`config.mk`:
```
export PLATFORM = sky130hd
export DESIGN_NAME = m_bcd_encoder_flat
export DESIGN_NICKNAME = d
export VERILOG_FILES = /design/src/rtl/m_bcd_encoder_pkg.sv /design/src/rtl/m_bcd_encoder_if.sv /design/src/rtl/m_bcd_encoder_mac10.sv /design/src/rtl/m_bcd_encoder.sv /design/src/flat_wrapper.sv
export SDC_FILE = /design/constraint.sdc
export NUM_CORES = 1
export LEC_CHECK = 0
export BUFFER_PORTS_ARGS = -buffer_cell sky130_fd_sc_hd__buf_2
export CORE_AREA = 5 5 76 64
export DETAILED_ROUTE_END_ITERATION = 6
export DIE_AREA = 0 0 81 69
export PLACE_DENSITY = 0.75
export SLEW_MARGIN = 20
export SYNTH_ARGS = -nofsm -noshare
export SYNTH_HDL_FRONTEND = slang
export SYNTH_SLANG_ARGS = --single-unit
```
`constraint.sdc`:
```
create_clock -name clk -period 3.3 [get_ports clk]
set_input_delay 0.33 -clock clk [delete_from_list [all_inputs] [get_ports clk]]
set_output_delay 0.33 -clock clk [all_outputs]
set_load 0.05 [all_outputs]
```
`src/rtl/m_bcd_encoder_pkg.sv`:
```
// Shared definitions for the BCD-to-binary converter.
//   state_t        : FSM state encoding (IDLE / CONV / DONE)
//   BCD_DIGIT_MAX  : largest legal BCD nibble; anything above flags err
package m_bcd_encoder_pkg;

    typedef enum logic [1:0] {
        ST_IDLE = 2'd0,
        ST_CONV = 2'd1,
        ST_DONE = 2'd2
    } state_t;

    localparam logic [3:0] BCD_DIGIT_MAX = 4'd9;

endpackage

```
`src/rtl/m_bcd_encoder_if.sv`:
```
// Handshake bundle for m_bcd_encoder.
//   in_valid/in_ready/bcd_in          : BCD operand input, valid/ready
//   out_valid/out_ready/bin_out/ovf/err : binary result output, valid/ready
// Modports: master = producer/consumer side (testbench, datapath),
//           slave  = the converter itself.
interface m_bcd_encoder_if #(
    parameter int DIGITS = 3,
    parameter int BIN_W  = 8
);
    logic                  in_valid;
    logic                  in_ready;
    logic [4*DIGITS-1:0]   bcd_in;
    logic                  out_valid;
    logic                  out_ready;
    logic [BIN_W-1:0]      bin_out;
    logic                  ovf;
    logic                  err;

    modport master (
        output in_valid, bcd_in, out_ready,
        input  in_ready, out_valid, bin_out, ovf, err
    );

    modport slave (
        input  in_valid, bcd_in, out_ready,
        output in_ready, out_valid, bin_out, ovf, err
    );
endinterface

```
`src/rtl/m_bcd_encoder_mac10.sv`:
```
// m_bcd_mac10: combinational multiply-by-ten-and-add step.
//   acc_i  [BIN_W-1:0]  running binary value
//   d_i    [3:0]        next digit nibble (10..15 used as-is)
//   step_o [BIN_W+3:0]  acc_i*10 + d_i, wide enough never to wrap
module m_bcd_mac10 #(
    parameter int BIN_W = 8
) (
    input  logic [BIN_W-1:0] acc_i,
    input  logic [3:0]       d_i,
    output logic [BIN_W+3:0] step_o
);
    logic [BIN_W+3:0] acc_ext;
    logic [BIN_W+3:0] d_ext;

    assign acc_ext = {4'b0000, acc_i};
    assign d_ext   = {{BIN_W{1'b0}}, d_i};

    // x*10 = x*8 + x*2, shift-and-add instead of a multiplier
    assign step_o = (acc_ext << 3) + (acc_ext << 1) + d_ext;
endmodule

```
`src/rtl/m_bcd_encoder.sv`:
```
// m_bcd_encoder: sequential BCD-to-binary converter, one digit per clock,
// most significant digit first (acc = acc*10 + d).
// Ports:
//   clk  : rising-edge clock
//   rst  : asynchronous active-high reset
//   bus  : m_bcd_encoder_if.slave (BCD input handshake, binary result
//          handshake with ovf/err flags)
// Configuration macro: BCD_ENC_SAT_EN -- when defined, bin_out reads
// all-ones whenever ovf is set; otherwise the wrapped value is shown.
module m_bcd_encoder
    import m_bcd_encoder_pkg::*;
#(
    parameter int DIGITS = 3,
    parameter int BIN_W  = 8
) (
    input  logic               clk,
    input  logic               rst,
    m_bcd_encoder_if.slave     bus
);
    localparam int CNT_W = (DIGITS > 1) ? $clog2(DIGITS) : 1;

    state_t              state_q, state_d;
    logic [4*DIGITS-1:0] shift_q, shift_d;
    logic [BIN_W-1:0]    acc_q,   acc_d;
    logic [CNT_W-1:0]    cnt_q,   cnt_d;
    logic [BIN_W-1:0]    bin_q,   bin_d;
    logic                ovf_q,   ovf_d;
    logic                err_q,   err_d;

    logic [3:0]          digit;
    logic [BIN_W+3:0]    step;
    logic                step_ovf;

    assign digit    = shift_q[4*DIGITS-1 -: 4];
    // any bit above the result width means the true value no longer fits
    assign step_ovf = |step[BIN_W+3:BIN_W];

    m_bcd_mac10 #(.BIN_W(BIN_W)) u_mac10 (
        .acc_i  (acc_q),
        .d_i    (digit),
        .step_o (step)
    );

    always_ff @(posedge clk or posedge rst) begin
        if (rst) begin
            state_q <= ST_IDLE;
            shift_q <= '0;
            acc_q   <= '0;
            cnt_q   <= '0;
            bin_q   <= '0;
            ovf_q   <= 1'b0;
            err_q   <= 1'b0;
        end else begin
            state_q <= state_d;
            shift_q <= shift_d;
            acc_q   <= acc_d;
            cnt_q   <= cnt_d;
            bin_q   <= bin_d;
            ovf_q   <= ovf_d;
            err_q   <= err_d;
        end
    end

    always_comb begin
        state_d = state_q;
        shift_d = shift_q;
        acc_d   = acc_q;
        cnt_d   = cnt_q;
        bin_d   = bin_q;
        ovf_d   = ovf_q;
        err_d   = err_q;
        case (state_q)
            ST_IDLE: begin
                if (bus.in_valid) begin
                    shift_d = bus.bcd_in;
                    acc_d   = '0;
                    ovf_d   = 1'b0;
                    err_d   = 1'b0;
                    cnt_d   = CNT_W'(DIGITS - 1);
                    state_d = ST_CONV;
                end
            end
            ST_CONV: begin
                shift_d = shift_q << 4;
                acc_d   = step[BIN_W-1:0];
                // flags are sticky across the digits of one conversion
                ovf_d   = ovf_q | step_ovf;
                err_d   = err_q | (digit > BCD_DIGIT_MAX);
                cnt_d   = cnt_q - CNT_W'(1);
                if (cnt_q == '0) begin
                    bin_d   = step[BIN_W-1:0];
                    state_d = ST_DONE;
                end
            end
            ST_DONE: begin
                if (bus.out_ready) begin
                    state_d = ST_IDLE;
                end
            end
            default: begin
                state_d = ST_IDLE;
            end
        endcase
    end

    always_comb begin
        bus.in_ready  = (state_q == ST_IDLE);
        bus.out_valid = (state_q == ST_DONE);
        bus.ovf       = ovf_q;
        bus.err       = err_q;
`ifdef BCD_ENC_SAT_EN
        bus.bin_out   = ovf_q ? {BIN_W{1'b1}} : bin_q;
`else
        bus.bin_out   = bin_q;
`endif
    end
endmodule

```
`src/flat_wrapper.sv`:
```
// flat-port wrapper written by rule: the top's interface ports become plain ports
module m_bcd_encoder_flat import m_bcd_encoder_pkg::*;
#(
    parameter int DIGITS = 3,
    parameter int BIN_W  = 8
)
  (clk, rst, bus_in_valid, bus_bcd_in, bus_out_ready, bus_in_ready, bus_out_valid, bus_bin_out, bus_ovf, bus_err);
  m_bcd_encoder_if #(.DIGITS(DIGITS), .BIN_W(BIN_W)) bus_i ();
  input  logic clk;
  input  logic rst;
  input wire logic [$bits(bus_i.in_valid)-1:0] bus_in_valid;
  input wire logic [$bits(bus_i.bcd_in)-1:0] bus_bcd_in;
  input wire logic [$bits(bus_i.out_ready)-1:0] bus_out_ready;
  output wire logic [$bits(bus_i.in_ready)-1:0] bus_in_ready;
  output wire logic [$bits(bus_i.out_valid)-1:0] bus_out_valid;
  output wire logic [$bits(bus_i.bin_out)-1:0] bus_bin_out;
  output wire logic [$bits(bus_i.ovf)-1:0] bus_ovf;
  output wire logic [$bits(bus_i.err)-1:0] bus_err;
  assign bus_i.in_valid = bus_in_valid;
  assign bus_i.bcd_in = bus_bcd_in;
  assign bus_i.out_ready = bus_out_ready;
  assign bus_in_ready = bus_i.in_ready;
  assign bus_out_valid = bus_i.out_valid;
  assign bus_bin_out = bus_i.bin_out;
  assign bus_ovf = bus_i.ovf;
  assign bus_err = bus_i.err;
  m_bcd_encoder #(.DIGITS(DIGITS), .BIN_W(BIN_W)) u_core (.clk(clk), .rst(rst), .bus(bus_i));
endmodule
```
[After elaboration in Yosys (flattened, before gate mapping)]
Cells that the tools add are included.
Storage, ports and cells
  flip-flop bits (word level): 34
  bits of input ports: 16
Operators by class
  $add $sub $neg: 3
  $lt $le $gt $ge: 1
  equal/unequal tests: 5
  muxes and demuxes: 13
  bitwise operators: 2
  reductions and logical operators: 7
Operator list (number)
  $pmux 12 s2: 1
  $pmux 8 s2: 1
  $add 11x9->12: 1
  $add 12x4->12: 1
  $mux 12: 1
  $mux 2: 4
  $mux 8: 1
  $pmux 2 s3: 1
  $gt 4x4->1 const B: 1
  $logic_not 2->1: 2
  $ne 2x2->1 const B: 2
  $pmux 1 s2: 2
  $pmux 2 s2: 1
  $reduce_and 2->1: 2
  $reduce_or 4->1: 1
  $reduce_and 3->1: 1
  $eq 2x1->1 const B: 1
  $eq 2x2->1 const B: 1
  $ne 2x1->1 const B: 1
  $or 1x1->1: 2
  $reduce_bool 2->1: 1
  $sub 2x1->2 const B: 1
  $mux 1: 1

[Longest topological paths before layout]
  depth after elaboration: 5
  depth in mapped cells: 10
  depth with buffers taken out: 10

[Hierarchy]
A second synthesis with hierarchy kept.
Second synthesis, totals
  cell total of the unflattened synthesis: 176
  area total of the unflattened synthesis: 1923.1 µm²
Modules (own cells, without submodules)
  m_bcd_encoder: instances 1, cells each 117, area an instance 1440.1 µm², sequential area each 850.8 µm²
  m_bcd_mac10: instances 1, cells each 59, area an instance 483.0 µm², sequential area each 0.0 µm²

[Worst setup path before layout]
No wires, ideal clock.
  kind: reg-to-reg
  from: register u_core.acc_q[0]
  to: register u_core.ovf_q (netlist: u_core.bus.ovf)
  library setup time: 131 ps
  arrival time: 2341 ps
  data required time: 3169 ps
  path slack: 828 ps
  cell stages (with the launch flop): 11
  period minus slack after synthesis: 2472 ps
  cells stage by stage: dfrtp_1 > inv_1 > fa_1 > inv_1 > fa_1 > a21o_1 > a221oi_2 > xor2_1 > o21ai_0 > o21ai_1 > a21oi_1
Between the ends
  longest elaborated chain between the ends: 5
Ends and longest elaborated chain
  from (decl): RTL line m_bcd_encoder.sv:24  | logic [BIN_W-1:0] acc_q, acc_d;
  from (signal assigned): RTL line m_bcd_encoder.sv:48  | acc_q <= '0;
  from (signal assigned): RTL line m_bcd_encoder.sv:56  | acc_q <= acc_d;
  $add 11x9->12: RTL line m_bcd_encoder_mac10.sv:19  | assign step_o = (acc_ext << 3) + (acc_ext << 1) + d_ext;
  $add 12x4->12: RTL line m_bcd_encoder_mac10.sv:19
  $reduce_or 4->1: RTL line m_bcd_encoder.sv:36  | assign step_ovf = |step[BIN_W+3:BIN_W];
  $or 1x1->1: RTL line m_bcd_encoder.sv:87  | ovf_d = ovf_q | step_ovf;
  $pmux 1 s2: RTL line m_bcd_encoder.sv:72  | case (state_q)
  to (signal assigned): RTL line m_bcd_encoder.sv:59  | ovf_q <= ovf_d;
  to (decl): RTL line m_bcd_encoder.sv:27  | logic ovf_q, ovf_d;
No other way between the ends.
A chain may end at the register's enable or synchronous reset.

[Worst setup path after layout]
Ends and elaborated chain as after synthesis.

==> summary.md <==
| Metric | Value |
|---|---|
| Status | `finished clean` |
| Lkg Pwr | `1.097 nW` |
| NumNets Final | `249` |
| Mapped Cells | `188` |
| Peak supply drop | `686.6 µV` |
| Post-Syn Area | `0.001909 mm²` |
| EDFF count, synth | `0` |
| Post-Route Setup TNS | `0 ps` |
| Total GRT Usage | `14.93%` |
| Drt via density | `5.282` |
| Post-layout util | `54.14%` |
| Core ar. | `0.004046 mm²` |
| Clock-pin slew on the worst setup and hold paths | `70 ps` |
| Setup CP Type | `reg -> reg` |
| Yosys cell types | `31` |
| Max Cap Violations | `0` |
| Crit path buf inv count | `2` |
| CTS tree | `yes` |
| Area Overhead vs Synth | `14.74%` |
| Die Span Y | `69 µm` |
| Residual DRC | `0` |
| RSZ-0062 raised after global routing | `false` |
| Crit path launch type | `flop` |
| Port Buffer Count | `27` |
| Dpl cells | `265` |
| Highest Clock Rate | `0.3788 GHz` |
| Die Width | `81 µm` |
| CTS max path bufs | `2` |
| Share of layout cells above drive strength 1 | `21.76%` |
| Total power | `2.493 mW` |
| Post-DR wirelength/cell | `13.89 µm` |
| Pin count of the biggest net entering global routing | `35` |
| Starting density of the core | `47.19%` |
| # rows | `21` |
| Filler Cell Count | `385` |
| Slew margin rel. | `49.87%` |
| Seq/Total Area, Yosys | `44.56%` |
| DPL Wire Length | `2745 µm` |
| Vias in the first global route | `1,350` |
| Routed vias | `1,442` |
| Final WL | `3791 µm` |
| CTS buffer count | `5` |
| Post-synth net total | `222` |
| Critical path capture point type | `flop` |
| # IOs | `28` |
| Gpl congestion | `0.7932` |
| Synth Flop Type | `dfrtp_1` |
| Clock Skew | `5.374 ps` |
| CP top delay family | `adder cells` |
| Final Hold Vio Count | `0` |
| Synth warn | `0` |
| Post-synth ARST share | `100.0%` |
| Syn avg cell area | `10.16 µm²` |
| Final Worst Setup Slack | `660.1 ps` |
| Post-CTS Hold Buffers | `0` |
| Max-slew violations | `0` |
| Worst skew pair latency | `290 ps` |
| Worst slack at placement | `692.1 ps` |
| Initial antenna violation count | `0` |
| First-pass GRT wire length | `6589 µm` |
| Cell with the largest stage delay on the worst path | `fa_1` |
| Cts repair resizes | `0` |
| Die area | `0.005589 mm²` |
| Pre-antenna DRT Iters | `5` |
| Final setup fails | `0` |
| Htree depth | `2` |
| Most common cell after layout, fill and taps aside | `dfrtp_1` |
| Post-route ant nets | `0` |
| Pwr dens | `1138 mW/mm²` |
| Ant diodes | `0` |
| Total gr overflow | `0` |
| Tcrit/Tclk final | `80.00%` |
| Fin crit period | `2640 ps` |
| Commonest non-fill, non-tap cells in the layout | `dfrtp_1 (34), buf_2 (27), o21ai_0 (22)` |
| WP data required | `3460 ps` |
| Critical path arrival | `2800 ps` |
| TritonCTS Sinks | `34` |
| Hold Path Class | `in -> async` |
| Crit Path Max Fanout | `3` |
| Final non-filler cell total | `273` |
| Critical path cell sequence | `inv_1 -> fa_1 -> inv_1 -> fa_1 -> a21o_1 -> a221oi_2 -> xor2_1 -> o21ai_0 -> o21ai_1 -> a21oi_1` |
| CTS Root Cell | `clkbuf_8` |
| Crit path largest cell delay | `520 ps` |
| Synth Register Bits | `34` |
| Setup Fix Bufs, Post-CTS | `0` |
| DRT iter0 DRCs | `87` |
| Least-Margin Pin Slew | `751.4 ps` |
Yosys cell counts, drive strengths merged (2+ instances only):
cell type	count	share of area, %
nand3b	2	0.79
mux2	7	4.1
fa	2	2.1
nand2b	3	0.98
inv	9	1.8
clkbuf	8	1.6
ha	16	10
xnor2	4	1.8
nor2b	8	2.6
nand2	17	3.3
a21oi	18	4.7
and3	2	0.66
nand3	2	0.52
nor2	4	0.79
dfrtp	34	45
and3b	8	3.7
o21ai	24	6.3
a22o	7	3.2
a21o	2	0.79
per-layer routing:
metal | GRT usage (%) | vias to the layer above | share of wire [%]
met1 | 23.36 | 691 | 53
met5 | 0 | - | 0
li1 | - | 721 | -
met3 | 4.036 | 7 | 4.4
met4 | 5.629 | 0 | 1.4
met2 | 19.14 | 23 | 41
where the power goes:
group          switching (mW)  internal (mW)  leakage [nW]
logic                   0.845          0.552         0.618
registers               0.175          0.601         0.432
clock network           0.153          0.168        0.0472
total                    1.17           1.32          1.10
cell families (layout without fill, tap and decap cells):
| family | count (synthesis) | in the layout | share of synthesized area (%) |
|---|---|---|---|
| buffers and inverters | 18 | 46 | 3.604 |
| xor gates and xnor gates | 5 | 5 | 2.293 |
| DFF | 34 | 34 | 44.56 |
| AOI/OAI and AO/OA | 56 | 56 | 17.96 |
| and+or+nand+nor | 50 | 50 | 14.88 |
| adders and majority gates | 18 | 18 | 12.58 |
| muxes | 7 | 7 | 4.129 |
state kept, by name, summed over array words and instances, names as in the netlist:
name and cells:
u_core.state_q 2, u_core.acc_q 8, u_core.bus.err 1, u_core.bus.bin_out 8, u_core.shift_q 12, u_core.bus.ovf 1, u_core.cnt_q 2
per-stage QoR:
stage / cell area, µm² / hold slack [ps]
global route: 2191 / 157.1
floorplan: 1909 / 437.7
global placement: 2096 / 444.9
detailed placement: 2096 / 439.9
finish: 2191 / 122.9
CTS: 2191 / 135.7
worst min-delay path, delay by kind of cell:
family | cells | cell delay, ps
buffers and inverters | 3 | 500
path summary, 6_finish.rpt:
kind / startpoint / to / slack, ps / cells after the start
min in group clk: bus_out_ready / u_core.state_q[1] / 220 / 2
worst max register to register: u_core.acc_q[0] / u_core.bus.ovf / 660 / 10
max in group asynchronous: rst / u_core.acc_q[6] / 2870 / 3
worst min register to register: u_core.shift_q[11] / u_core.shift_q[11] / 490 / 2
worst max-delay path: u_core.acc_q[0] / u_core.bus.ovf / 660 / 10
worst min-delay path: rst / u_core.acc_q[7] / 120 / 3
layout make-up:
class | count | area, µm² | area share (%)
tap | 57 | 71.32 | 3.255
clock inverter | 2 | 12.51 | 0.5711
clock buffer | 6 | 82.58 | 3.769
sequential | 34 | 850.8 | 38.83
inverter | 9 | 33.78 | 1.542
multi-input combinational | 136 | 989.7 | 45.17
timing repair buffer | 29 | 150.1 | 6.853
Power figures use the tool's default switching activity.
